<file path="src/rtl/layer_mem_arbiter_if.sv">
// rtl/layer_mem_arbiter_if.sv - requester and layer-memory signal bundle for layer_mem_arbiter
interface layer_mem_arbiter_if #(
  parameter int DATA_WIDTH = 20,
  parameter int ADDR_WIDTH = 12
);
  logic                  req0, req1;
  logic                  we0, we1;
  logic [2:0]            sel0, sel1;
  logic [ADDR_WIDTH-1:0] addr0, addr1;
  logic [DATA_WIDTH-1:0] wdata0, wdata1;
  logic                  lock0, lock1;
  logic                  gnt0, gnt1;
  logic                  rvalid0, rvalid1;
  logic [DATA_WIDTH-1:0] rdata0, rdata1;
  logic                  crd, cwr;
  logic [2:0]            csel;
  logic [ADDR_WIDTH-1:0] caddr_rd, caddr_wr;
  logic [DATA_WIDTH-1:0] cdata_wr;
  logic [DATA_WIDTH-1:0] cdata_rd;
  logic                  l0_done, l1_done, err;

  modport slave (
    input  req0, req1, we0, we1, sel0, sel1, addr0, addr1, wdata0, wdata1, lock0, lock1,
    input  cdata_rd,
    output gnt0, gnt1, rvalid0, rvalid1, rdata0, rdata1,
    output crd, cwr, csel, caddr_rd, caddr_wr, cdata_wr, l0_done, l1_done, err
  );

  modport master (
    output req0, req1, we0, we1, sel0, sel1, addr0, addr1, wdata0, wdata1, lock0, lock1,
    output cdata_rd,
    input  gnt0, gnt1, rvalid0, rvalid1, rdata0, rdata1,
    input  crd, cwr, csel, caddr_rd, caddr_wr, cdata_wr, l0_done, l1_done, err
  );
endinterface

</file>
<file path="src/rtl/layer_mem_arbiter.sv">
// rtl/layer_mem_arbiter.sv - round-robin/lock arbiter for the shared layer-memory port with per-layer write counters
module layer_mem_arbiter #(
  parameter int DATA_WIDTH = 20,
  parameter int ADDR_WIDTH = 12,
  parameter int L0_WORDS   = 4096,
  parameter int L1_WORDS   = 1024
) (
  input logic                clk,
  input logic                reset,
  layer_mem_arbiter_if.slave arb_if
);
  localparam logic [12:0] L0_TGT = 13'(L0_WORDS);
  localparam logic [10:0] L1_TGT = 11'(L1_WORDS);

  logic                  r_last, r_own_vld, r_own_id;
  logic                  r_crd, r_cwr, r_id;
  logic [2:0]            r_csel;
  logic [ADDR_WIDTH-1:0] r_caddr_rd, r_caddr_wr;
  logic [DATA_WIDTH-1:0] r_cdata_wr;
  logic                  r_rvalid0, r_rvalid1;
  logic [DATA_WIDTH-1:0] r_rdata0, r_rdata1;
  logic [12:0]           r_l0_cnt;
  logic [10:0]           r_l1_cnt;
  logic                  r_l0_done, r_l1_done, r_err;

  logic                  w_gnt0, w_gnt1, w_acc, w_id, w_we, w_lock, w_legal;
  logic [2:0]            w_sel;
  logic [ADDR_WIDTH-1:0] w_addr;
  logic [DATA_WIDTH-1:0] w_wdata;
  logic                  w_l0_inc, w_l1_inc;
  logic [12:0]           w_l0_nxt;
  logic [10:0]           w_l1_nxt;

  // An owner excludes the other requester even while its own req is low.
  always_comb begin
    w_gnt0 = 1'b0;
    w_gnt1 = 1'b0;
    if (r_own_vld) begin
      w_gnt0 = arb_if.req0 && !r_own_id;
      w_gnt1 = arb_if.req1 && r_own_id;
    end else begin
      w_gnt0 = arb_if.req0 && (!arb_if.req1 || r_last);
      w_gnt1 = arb_if.req1 && (!arb_if.req0 || !r_last);
    end
  end

  assign w_acc   = w_gnt0 || w_gnt1;
  assign w_id    = w_gnt1;
  assign w_we    = w_id ? arb_if.we1    : arb_if.we0;
  assign w_sel   = w_id ? arb_if.sel1   : arb_if.sel0;
  assign w_addr  = w_id ? arb_if.addr1  : arb_if.addr0;
  assign w_wdata = w_id ? arb_if.wdata1 : arb_if.wdata0;
  assign w_lock  = w_id ? arb_if.lock1  : arb_if.lock0;
  assign w_legal = (w_sel != 3'd0) && (w_sel <= 3'd5);

  assign w_l0_inc = r_cwr && ((r_csel == 3'd1) || (r_csel == 3'd2)) && (r_l0_cnt != '1);
  assign w_l1_inc = r_cwr && ((r_csel == 3'd3) || (r_csel == 3'd4)) && (r_l1_cnt != '1);
  assign w_l0_nxt = r_l0_cnt + {12'd0, w_l0_inc};
  assign w_l1_nxt = r_l1_cnt + {10'd0, w_l1_inc};

  always_ff @(posedge clk or negedge reset) begin
    if (!reset) begin
      r_last     <= 1'b1;
      r_own_vld  <= 1'b0;
      r_own_id   <= 1'b0;
      r_crd      <= 1'b0;
      r_cwr      <= 1'b0;
      r_id       <= 1'b0;
      r_csel     <= 3'd0;
      r_caddr_rd <= '0;
      r_caddr_wr <= '0;
      r_cdata_wr <= '0;
      r_rvalid0  <= 1'b0;
      r_rvalid1  <= 1'b0;
      r_rdata0   <= '0;
      r_rdata1   <= '0;
      r_l0_cnt   <= '0;
      r_l1_cnt   <= '0;
      r_l0_done  <= 1'b0;
      r_l1_done  <= 1'b0;
      r_err      <= 1'b0;
    end else begin
      r_crd  <= 1'b0;
      r_cwr  <= 1'b0;
      r_csel <= 3'd0;
      if (w_acc) begin
        r_last <= w_id;
        if (w_lock) begin
          r_own_vld <= 1'b1;
          r_own_id  <= w_id;
        end else begin
          r_own_vld <= 1'b0;
        end
        if (w_legal) begin
          r_id   <= w_id;
          r_csel <= w_sel;
          if (w_we) begin
            r_cwr      <= 1'b1;
            r_caddr_wr <= w_addr;
            r_cdata_wr <= w_wdata;
          end else begin
            r_crd      <= 1'b1;
            r_caddr_rd <= w_addr;
          end
        end else begin
          r_err <= 1'b1;
        end
      end
      // Read data is captured at the end of the crd cycle and returned to the tagged requester.
      r_rvalid0 <= r_crd && !r_id;
      r_rvalid1 <= r_crd && r_id;
      if (r_crd && !r_id) r_rdata0 <= arb_if.cdata_rd;
      if (r_crd && r_id)  r_rdata1 <= arb_if.cdata_rd;
      r_l0_cnt <= w_l0_nxt;
      r_l1_cnt <= w_l1_nxt;
      if (w_l0_nxt >= L0_TGT) r_l0_done <= 1'b1;
      if (w_l1_nxt >= L1_TGT) r_l1_done <= 1'b1;
    end
  end

  assign arb_if.gnt0     = w_gnt0;
  assign arb_if.gnt1     = w_gnt1;
  assign arb_if.rvalid0  = r_rvalid0;
  assign arb_if.rvalid1  = r_rvalid1;
  assign arb_if.rdata0   = r_rdata0;
  assign arb_if.rdata1   = r_rdata1;
  assign arb_if.crd      = r_crd;
  assign arb_if.cwr      = r_cwr;
  assign arb_if.csel     = r_csel;
  assign arb_if.caddr_rd = r_caddr_rd;
  assign arb_if.caddr_wr = r_caddr_wr;
  assign arb_if.cdata_wr = r_cdata_wr;
  assign arb_if.l0_done  = r_l0_done;
  assign arb_if.l1_done  = r_l1_done;
  assign arb_if.err      = r_err;
endmodule
</file>
<file path="src/flat_wrapper.sv">
// flat-port wrapper written by rule: the top's interface ports become plain ports
module layer_mem_arbiter_flat 
#(
  parameter int DATA_WIDTH = 20,
  parameter int ADDR_WIDTH = 12,
  parameter int L0_WORDS   = 4096,
  parameter int L1_WORDS   = 1024
)
  (clk, reset, arb_if_req0, arb_if_req1, arb_if_we0, arb_if_we1, arb_if_sel0, arb_if_sel1, arb_if_addr0, arb_if_addr1, arb_if_wdata0, arb_if_wdata1, arb_if_lock0, arb_if_lock1, arb_if_cdata_rd, arb_if_gnt0, arb_if_gnt1, arb_if_rvalid0, arb_if_rvalid1, arb_if_rdata0, arb_if_rdata1, arb_if_crd, arb_if_cwr, arb_if_csel, arb_if_caddr_rd, arb_if_caddr_wr, arb_if_cdata_wr, arb_if_l0_done, arb_if_l1_done, arb_if_err);
  layer_mem_arbiter_if #(.DATA_WIDTH(DATA_WIDTH), .ADDR_WIDTH(ADDR_WIDTH)) arb_if_i ();
  input logic clk;
  input logic reset;
  input wire logic [$bits(arb_if_i.req0)-1:0] arb_if_req0;
  input wire logic [$bits(arb_if_i.req1)-1:0] arb_if_req1;
  input wire logic [$bits(arb_if_i.we0)-1:0] arb_if_we0;
  input wire logic [$bits(arb_if_i.we1)-1:0] arb_if_we1;
  input wire logic [$bits(arb_if_i.sel0)-1:0] arb_if_sel0;
  input wire logic [$bits(arb_if_i.sel1)-1:0] arb_if_sel1;
  input wire logic [$bits(arb_if_i.addr0)-1:0] arb_if_addr0;
  input wire logic [$bits(arb_if_i.addr1)-1:0] arb_if_addr1;
  input wire logic [$bits(arb_if_i.wdata0)-1:0] arb_if_wdata0;
  input wire logic [$bits(arb_if_i.wdata1)-1:0] arb_if_wdata1;
  input wire logic [$bits(arb_if_i.lock0)-1:0] arb_if_lock0;
  input wire logic [$bits(arb_if_i.lock1)-1:0] arb_if_lock1;
  input wire logic [$bits(arb_if_i.cdata_rd)-1:0] arb_if_cdata_rd;
  output wire logic [$bits(arb_if_i.gnt0)-1:0] arb_if_gnt0;
  output wire logic [$bits(arb_if_i.gnt1)-1:0] arb_if_gnt1;
  output wire logic [$bits(arb_if_i.rvalid0)-1:0] arb_if_rvalid0;
  output wire logic [$bits(arb_if_i.rvalid1)-1:0] arb_if_rvalid1;
  output wire logic [$bits(arb_if_i.rdata0)-1:0] arb_if_rdata0;
  output wire logic [$bits(arb_if_i.rdata1)-1:0] arb_if_rdata1;
  output wire logic [$bits(arb_if_i.crd)-1:0] arb_if_crd;
  output wire logic [$bits(arb_if_i.cwr)-1:0] arb_if_cwr;
  output wire logic [$bits(arb_if_i.csel)-1:0] arb_if_csel;
  output wire logic [$bits(arb_if_i.caddr_rd)-1:0] arb_if_caddr_rd;
  output wire logic [$bits(arb_if_i.caddr_wr)-1:0] arb_if_caddr_wr;
  output wire logic [$bits(arb_if_i.cdata_wr)-1:0] arb_if_cdata_wr;
  output wire logic [$bits(arb_if_i.l0_done)-1:0] arb_if_l0_done;
  output wire logic [$bits(arb_if_i.l1_done)-1:0] arb_if_l1_done;
  output wire logic [$bits(arb_if_i.err)-1:0] arb_if_err;
  assign arb_if_i.req0 = arb_if_req0;
  assign arb_if_i.req1 = arb_if_req1;
  assign arb_if_i.we0 = arb_if_we0;
  assign arb_if_i.we1 = arb_if_we1;
  assign arb_if_i.sel0 = arb_if_sel0;
  assign arb_if_i.sel1 = arb_if_sel1;
  assign arb_if_i.addr0 = arb_if_addr0;
  assign arb_if_i.addr1 = arb_if_addr1;
  assign arb_if_i.wdata0 = arb_if_wdata0;
  assign arb_if_i.wdata1 = arb_if_wdata1;
  assign arb_if_i.lock0 = arb_if_lock0;
  assign arb_if_i.lock1 = arb_if_lock1;
  assign arb_if_i.cdata_rd = arb_if_cdata_rd;
  assign arb_if_gnt0 = arb_if_i.gnt0;
  assign arb_if_gnt1 = arb_if_i.gnt1;
  assign arb_if_rvalid0 = arb_if_i.rvalid0;
  assign arb_if_rvalid1 = arb_if_i.rvalid1;
  assign arb_if_rdata0 = arb_if_i.rdata0;
  assign arb_if_rdata1 = arb_if_i.rdata1;
  assign arb_if_crd = arb_if_i.crd;
  assign arb_if_cwr = arb_if_i.cwr;
  assign arb_if_csel = arb_if_i.csel;
  assign arb_if_caddr_rd = arb_if_i.caddr_rd;
  assign arb_if_caddr_wr = arb_if_i.caddr_wr;
  assign arb_if_cdata_wr = arb_if_i.cdata_wr;
  assign arb_if_l0_done = arb_if_i.l0_done;
  assign arb_if_l1_done = arb_if_i.l1_done;
  assign arb_if_err = arb_if_i.err;
  layer_mem_arbiter #(.DATA_WIDTH(DATA_WIDTH), .ADDR_WIDTH(ADDR_WIDTH), .L0_WORDS(L0_WORDS), .L1_WORDS(L1_WORDS)) u_core (.clk(clk), .reset(reset), .arb_if(arb_if_i));
endmodule
</file>
<file path="config.mk">
export PLATFORM = sky130hd
export DESIGN_NAME = layer_mem_arbiter_flat
export DESIGN_NICKNAME = d
export VERILOG_FILES = /design/src/rtl/layer_mem_arbiter_if.sv /design/src/rtl/layer_mem_arbiter.sv /design/src/flat_wrapper.sv
export SDC_FILE = /design/constraint.sdc
export NUM_CORES = 1
export LEC_CHECK = 0
export ABC_CLOCK_PERIOD_IN_PS = 7290
export BUFFER_PORTS_ARGS = -buffer_cell sky130_fd_sc_hd__buf_2
export CORE_UTILIZATION = 55
export CTS_BUF_LIST = sky130_fd_sc_hd__clkbuf_8
export DETAILED_ROUTE_END_ITERATION = 12
export PLACE_DENSITY = 0.95
export SLEW_MARGIN = 20
export SYNTH_ARGS = -nofsm -noshare
export SYNTH_HDL_FRONTEND = slang
export SYNTH_SLANG_ARGS = --single-unit
export TNS_END_PERCENT = 5
</file>
<file path="constraint.sdc">
create_clock -name clk -period 7.29 [get_ports clk]
set_input_delay 0.3645 -clock clk [delete_from_list [all_inputs] [get_ports clk]]
set_output_delay 0.3645 -clock clk [all_outputs]
set_load 0.05 [all_outputs]
</file>
==> results of run 1 <==
==> registers in the layout, summed over array words and instances, names as in the netlist, 3 cells and up <==
signal and count:
u_core.r_l1_cnt 11, u_core.arb_if.csel 3, u_core.arb_if.rdata1 20, u_core.arb_if.caddr_wr 12, u_core.arb_if.rdata0 20, u_core.r_l0_cnt 13
u_core.arb_if.caddr_rd 12, u_core.arb_if.cdata_wr 20
==> stage by stage <==
step | setup slack, ps | utilization, % | area (sq um) | instances | power [mW]
after floorplan | 4952 | - | 5335 | 435 | 2.483
after global placement | 4212 | 68.54 | 6394 | 743 | 2.844
after detailed placement | 4055 | 68.54 | 6394 | 743 | 2.913
after CTS | 4048 | 72.57 | 6769 | 775 | 3.479
after global routing | 3864 | 72.62 | 6774 | 775 | 3.609
final | 4076 | 72.62 | 6774 | 775 | 3.455
==> worst max-delay path: cells and delay by family, from the launching register on <==
| family | cells | cell delay, ps |
|---|---|---|
| compound gates | 2 | 1450 |
| flops | 1 | 560 |
| buf+inv | 1 | 430 |
| mux | 1 | 380 |
| simple gates | 2 | 270 |
==> power by group <==
group	total (mW)	internal, mW	switching [mW]
Clock	0.556	0.276	0.281
Sequential	1.12	0.950	0.168
Combinational	1.78	0.530	1.25
==> layout by cell type, fill, tap and decap left out, drive strengths merged, types with 2 or more instances in the layout <==
cell / instances
a21o: 2
clkinvlp: 2
nand2b: 3
a21boi: 2
and3: 4
dfrtp: 121
clkinv: 7
inv: 12
nand3: 13
nor3: 5
clkbuf: 17
nor2: 10
buf: 195
or2: 2
xor2: 6
a21oi: 4
nand4: 4
ha: 4
nand3b: 2
nand2: 114
o21ai: 6
and2: 2
mux2: 84
xnor2: 15
==> cell usage after synthesis <==
cell type / instances
buf_1: 1
mux2_2: 46
a21o_1: 2
nand4_1: 4
o41ai_1: 1
o211ai_2: 1
buf_2: 6
and2_1: 2
clkbuf_1: 5
dfrtp_1: 121
o21ai_2: 1
nor3b_2: 1
o22a_1: 1
o21ai_0: 4
nand3_1: 13
a21boi_0: 2
dfstp_2: 1
nand3b_1: 2
xor2_1: 6
buf_6: 4
inv_1: 6
mux2_4: 38
inv_2: 1
and3_1: 4
nor2_1: 10
o21ai_4: 1
xnor2_1: 15
or2_2: 2
nor2b_1: 1
a21oi_1: 4
ha_1: 4
o311a_1: 1
nor3_1: 5
nand2b_1: 3
nand2_1: 114
nor4b_1: 1
o31ai_1: 1
==> worst paths after layout <==
path | from | end | slack, ps
hold reg to reg | u_core.arb_if.l0_done | u_core.arb_if.l0_done | 460
setup reg to reg | u_core.r_last | u_core.arb_if.caddr_wr[0] | 4080
setup / recovery | u_core.r_last | u_core.arb_if.caddr_wr[0] | 4080
max in group asynchronous | reset | u_core.arb_if.rdata0[16] | 6010
min in group clk | arb_if_cdata_rd[16] | u_core.arb_if.rdata1[16] | 190
hold / removal | reset | u_core.arb_if.rdata0[6] | 4
==> area by class of cell <==
cell class | count | area share, %
tap | 129 | 2.383
clock buffer | 17 | 3.454
clock inverter | 15 | 2.087
sequential | 122 | 45.09
timing repair buffer | 195 | 14.52
multi-input combinational | 290 | 32.08
inverter | 7 | 0.3879
==> layer usage <==
| layer | GRT usage (%) | vias up | wire (um) |
|---|---|---|---|
| met1 | 28.30 | 1890 | 4774 |
| met2 | 44.68 | 145 | 6341 |
| met5 | 0 | - | 0 |
| met4 | 11.37 | 0 | 314 |
| li1 | - | 1856 | - |
| met3 | 5.825 | 28 | 535 |
==> kinds of logic after synthesis <==
logic type	Yosys count	synth area share, %
compound gates	19	2.674
xor+xnor	21	3.448
fa+ha+maj	4	0.9381
buf+inv	23	2.322
flops	122	57.25
mux	84	20.40
simple gates	162	12.97
==> flow_summary.json, run 1 <==
{
  "final_hold_viol_count": 0,
  "clk_latency_ps": 420,
  "slew_viol_final": 0,
  "drv_cap": 0,
  "cpMaxStageDelayCell": "o211ai_4",
  "status": "complete, no violations",
  "clk_pin_slew_ps": 70,
  "first_pass_iters": 4,
  "whs_ps": 3.934,
  "grt_pass1_vias": 4138,
  "overflow": 0,
  "area_growth_syn_to_layout_pct": 26.97,
  "hp-class": "in2async",
  "criticalPathCategory": "reg2reg",
  "slew_headroom_pct": 29.70,
  "crit_chain": "nand2_1 > o211ai_4 > nor3_1 > o21ai_4 > buf_4 > mux2_2",
  "yosysSeqAreaShare_pct": 57.25,
  "critPathLaunchType": "flip-flop",
  "fmax_mhz": 311.2,
  "fillers": 695,
  "worstPathRequired_ps": 7590,
  "vias": 3919,
  "cp_max_fo": 41,
  "start_util_pct": 57.20,
  "antenna_found_initial": 0,
  "worstPathArrival_ps": 3510,
  "drtIter0Drc": 111,
  "ir_worst_vdd_v": 0.0003340,
  "layout-drive-gt1-share_pct": 49.54,
  "register_area_sq_um": 3054,
  "synth_top_area_share_pct": 56.75,
  "crit_path_end_kind": "flip-flop",
  "synthCells": 435,
  "synth_nets": 537,
  "die_w_um": 100.5,
  "powerDensity_nw_per_um2": 510.0,
  "power.leakage_nw": 3.629,
  "synth.ff_latch_count": 122,
  "htreeDepth": 4,
  "cts_num_sinks": 122,
  "tns_ps": 0,
  "rsz0062_at_grt": "false",
  "fin_crit_sh_pct": 44.09,
  "place_congestion": 0.7946,
  "multi_input_area_sq_um": 2173,
  "nets": 735,
  "port_buffers": 193,
  "worst_pin_slew_ps": 1050,
  "antenna_cells": 0,
  "cts_tree": "built",
  "antenna_left": 0,
  "synthTopCellsByArea": "dfrtp_1, mux2_4, mux2_2, nand2_1, xnor2_1",
  "die_area_sq_um": 10100,
  "syn-cell-area_sq_um": 5335,
  "hpwl_mm": 8.869,
  "syn_area_per_cell_sq_um": 12.26,
  "core_area_sq_um": 9328,
  "synth_cell_types": 37,
  "avgViaCountPerCell": 5.057,
  "hold_buffers": 0,
  "setup_viol": 0,
  "grt_usage_pct": 24.94,
  "yosysWarnings": 0,
  "std_cell_rows": 35,
  "grt_pass1_wl_mm": 19.22,
  "die-height_um": 100.5,
  "yosysTopAreaCell": "dfrtp_1",
  "cts_setup_buffers": 0,
  "finalClockSkew_ps": 16.37,
  "wirelength_mm": 11.97,
  "period_minus_slack_ps": 3214,
  "clock_path_buffers": 2,
  "worst_r2r_path_depth": 6,
  "cts_resized": 0,
  "drc": 0,
  "grt_max_degree": 63,
  "root_buffer": "clkbuf_8",
  "wl_per_cell_um": 15.44,
  "ios": 194,
  "cts-buffers-inserted": 17,
  "cp_slowest_stage_delay_ps": 830
}
Note: power is estimated with default switching activity, not from simulation.
==> inputs of run 2 (changes only) <==
ABC_CLOCK_PERIOD_IN_PS = 2850   (was 7290)
CORE_UTILIZATION = 46   (was 55)
PLACE_DENSITY = 0.87   (was 0.95)
clock period = 2.85 ns   (was 7.29 ns; I/O delays follow)
==> run 2 against run 1 <==
  * Utilization decreased by 8.4 points
  * Via count increased by 2.7%
  * Sequential cell count unchanged
==> flow_summary.json, run 2 (synthesis results as in run 1) <==
{
  "cpMaxStageDelayCell": "dfrtp_1",
  "start_util_pct": 48.16,
  "final_hold_viol_count": 0,
  "rsz0062_at_grt": "false",
  "grt_max_degree": 71,
  "hpwl_mm": 8.573,
  "slew_headroom_pct": 38.16,
  "setup_viol": 0,
  "place_congestion": 0.8271,
  "die-height_um": 109.7,
  "drc": 0,
  "criticalPathCategory": "reg2reg",
  "power.leakage_nw": 3.781,
  "worstPathArrival_ps": 2990,
  "switching_power_mw": 4.288,
  "cp_common_cell": "ha_1",
  "crit_chain": "and2_1 > nand4_1 > nor3_1 > nor4b_1 > ha_1 > ha_1 > nand3_1 > nor2_1 > nand2b_1 > xnor2_1 > or2_2",
  "path_buf_inv": 0,
  "slew_viol_final": 0,
  "fillers": 808,
  "grt_usage_pct": 20.90,
  "register_area_sq_um": 3054,
  "layout-drive-gt1-share_pct": 47.86,
  "period_minus_slack_ps": 2692,
  "crit_path_end_kind": "flip-flop",
  "critPathLaunchType": "flip-flop",
  "cts_tree": "built",
  "placed_cells": 759,
  "power.internal_mw": 4.674,
  "first_pass_iters": 4,
  "core_area_sq_um": 11080,
  "use_met2_pct": 37.69,
  "grt_pass1_wl_mm": 19.02,
  "cts_resized": 0,
  "nets": 766,
  "powerDensity_nw_per_um2": 1259,
  "cp_slowest_stage_delay_ps": 410,
  "fin_crit_sh_pct": 94.47,
  "final_cell_mix": "buf_2, dfrtp_1, nand2_1",
  "hp-class": "in2reg",
  "clkPwrFrac_pct": 16.8,
  "drv_cap": 0,
  "wirelength_mm": 12.24,
  "std_cell_rows": 38,
  "avgViaCountPerCell": 4.927,
  "cts_num_sinks": 122,
  "final_cells": 817,
  "cts-buffers-inserted": 17,
  "ios": 194,
  "layout_commonest_cell": "buf_2",
  "port_buffers": 193,
  "multi_input_area_sq_um": 2168,
  "wl_per_cell_um": 14.99,
  "vias": 4025,
  "clock_path_buffers": 2,
  "area_growth_syn_to_layout_pct": 33.40,
  "die_area_sq_um": 12030,
  "worst_pin_slew_ps": 925.3,
  "die_w_um": 109.7,
  "antenna_found_initial": 0,
  "grt.busiest_layer": "met2",
  "grt_util_met1_pct": 23.11,
  "grt_pass1_vias": 4189,
  "clk_latency_ps": 420,
  "drtIter0Drc": 176,
  "overflow": 0,
  "seq_power_share_pct": 31.9,
  "tns_ps": 0,
  "worstPathRequired_ps": 3150,
  "finalClockSkew_ps": 19.75,
  "cp_max_fo": 4,
  "antenna_cells": 0,
  "sw_frac_of_total_pct": 47.85,
  "antenna_left": 0,
  "root_buffer": "clkbuf_8",
  "status": "complete, no violations",
  "clk_pin_slew_ps": 70,
  "ir_worst_vdd_v": 0.001150,
  "fmax_mhz": 371.4,
  "htreeDepth": 4,
  "path_delay_family": "simple AND/OR/NAND/NOR gates",
  "grt_util_met3_pct": 5.394,
  "pwr-share-comb_pct": 51.3
}
-- run 2: changes by cell type in the layout (fill, tap and decap cells not counted) --
| cell | delta |
|---|---|
| dlygate4sd3_1 | +26 |
| buf_4 | +4 |
| inv_6 | -4 |
| clkbuf_8 | +3 |
| clkinv_4 | -2 |
| buf_12 | +1 |
| bufinv_16 | +1 |
| clkinv_2 | +1 |
| clkinvlp_4 | +1 |
| inv_1 | +1 |
| inv_8 | -1 |
| nor2b_2 | +1 |
| nor2b_4 | -1 |
-- run 2: layout make-up --
| cell class | instances | share of cell area [%] |
|---|---|---|
| Clock buffer | 20 | 3.868 |
| Multi-Input combinational cell | 290 | 30.47 |
| Clock inverter | 12 | 1.741 |
| Inverter | 7 | 0.3692 |
| Timing Repair Buffer | 226 | 18.18 |
| Tap cell | 140 | 2.461 |
| Sequential cell | 122 | 42.91 |
-- run 2: stage by stage --
step | power [mW] | instance area [sq um] | utilization [%] | hold slack (ps) | setup slack [ps]
CTS | 9.017 | 7117 | 64.24 | 1.106 | 188.8
detailed placement | 7.451 | 6457 | 58.29 | 222.6 | 203.4
floorplan | 6.351 | 5335 | - | -153.1 | 511.7
global route | 9.388 | 7117 | 64.24 | 22.93 | 10.49
finish | 8.962 | 7117 | 64.24 | 31.18 | 157.6
global placement | 7.317 | 6457 | 58.29 | 206.3 | 463.8
-- run 2: tightest hold or removal path: cells and delay by family --
family	cells	cell delay, ps
compound gates	1	70
buf+inv	1	110
simple gates	1	70
-- run 2: final timing paths --
check / start / to / slack [ps] / cells after the start
worst max-delay path: u_core.r_l0_cnt[2] / u_core.arb_if.l0_done / 160 / 11
worst min-delay path: arb_if_sel1[2] / u_core.arb_if.csel[2] / 30 / 3
worst max register to register: u_core.r_l0_cnt[2] / u_core.arb_if.l0_done / 160 / 11
worst min register to register: u_core.arb_if.l0_done / u_core.arb_if.l0_done / 470 / 1
max in group asynchronous: reset / u_core.arb_if.caddr_rd[9] / 1730 / 3
min in group asynchronous: reset / u_core.arb_if.cdata_wr[17] / 320 / 2
-- run 2: repair_timing --
item                                    CTS  global route
buffers inserted                          0             0
endpoints found under the setup margin    0             0
endpoints found under the hold margin    95             0
hold buffers                             26             0
-- run 2: routing by layer --
layer,vias to the layer above,routed length [um],share of wire (%)
met5,-,0,0
met4,0,194,1.6
met3,17,617,5.0
met2,141,6474,53
met1,1952,4957,40
li1,1915,-,-
-- run 2: power groups by stage --
stage / Clock [mW] / Combinational [mW] / Sequential (mW)
final: 1.50 / 4.60 / 2.86
after CTS: 1.55 / 4.62 / 2.85
after floorplan: 0 / 1.33 / 5.02
after detailed placement: 0 / 4.59 / 2.86
after global placement: 0 / 4.49 / 2.83
after global routing: 1.62 / 4.83 / 2.94
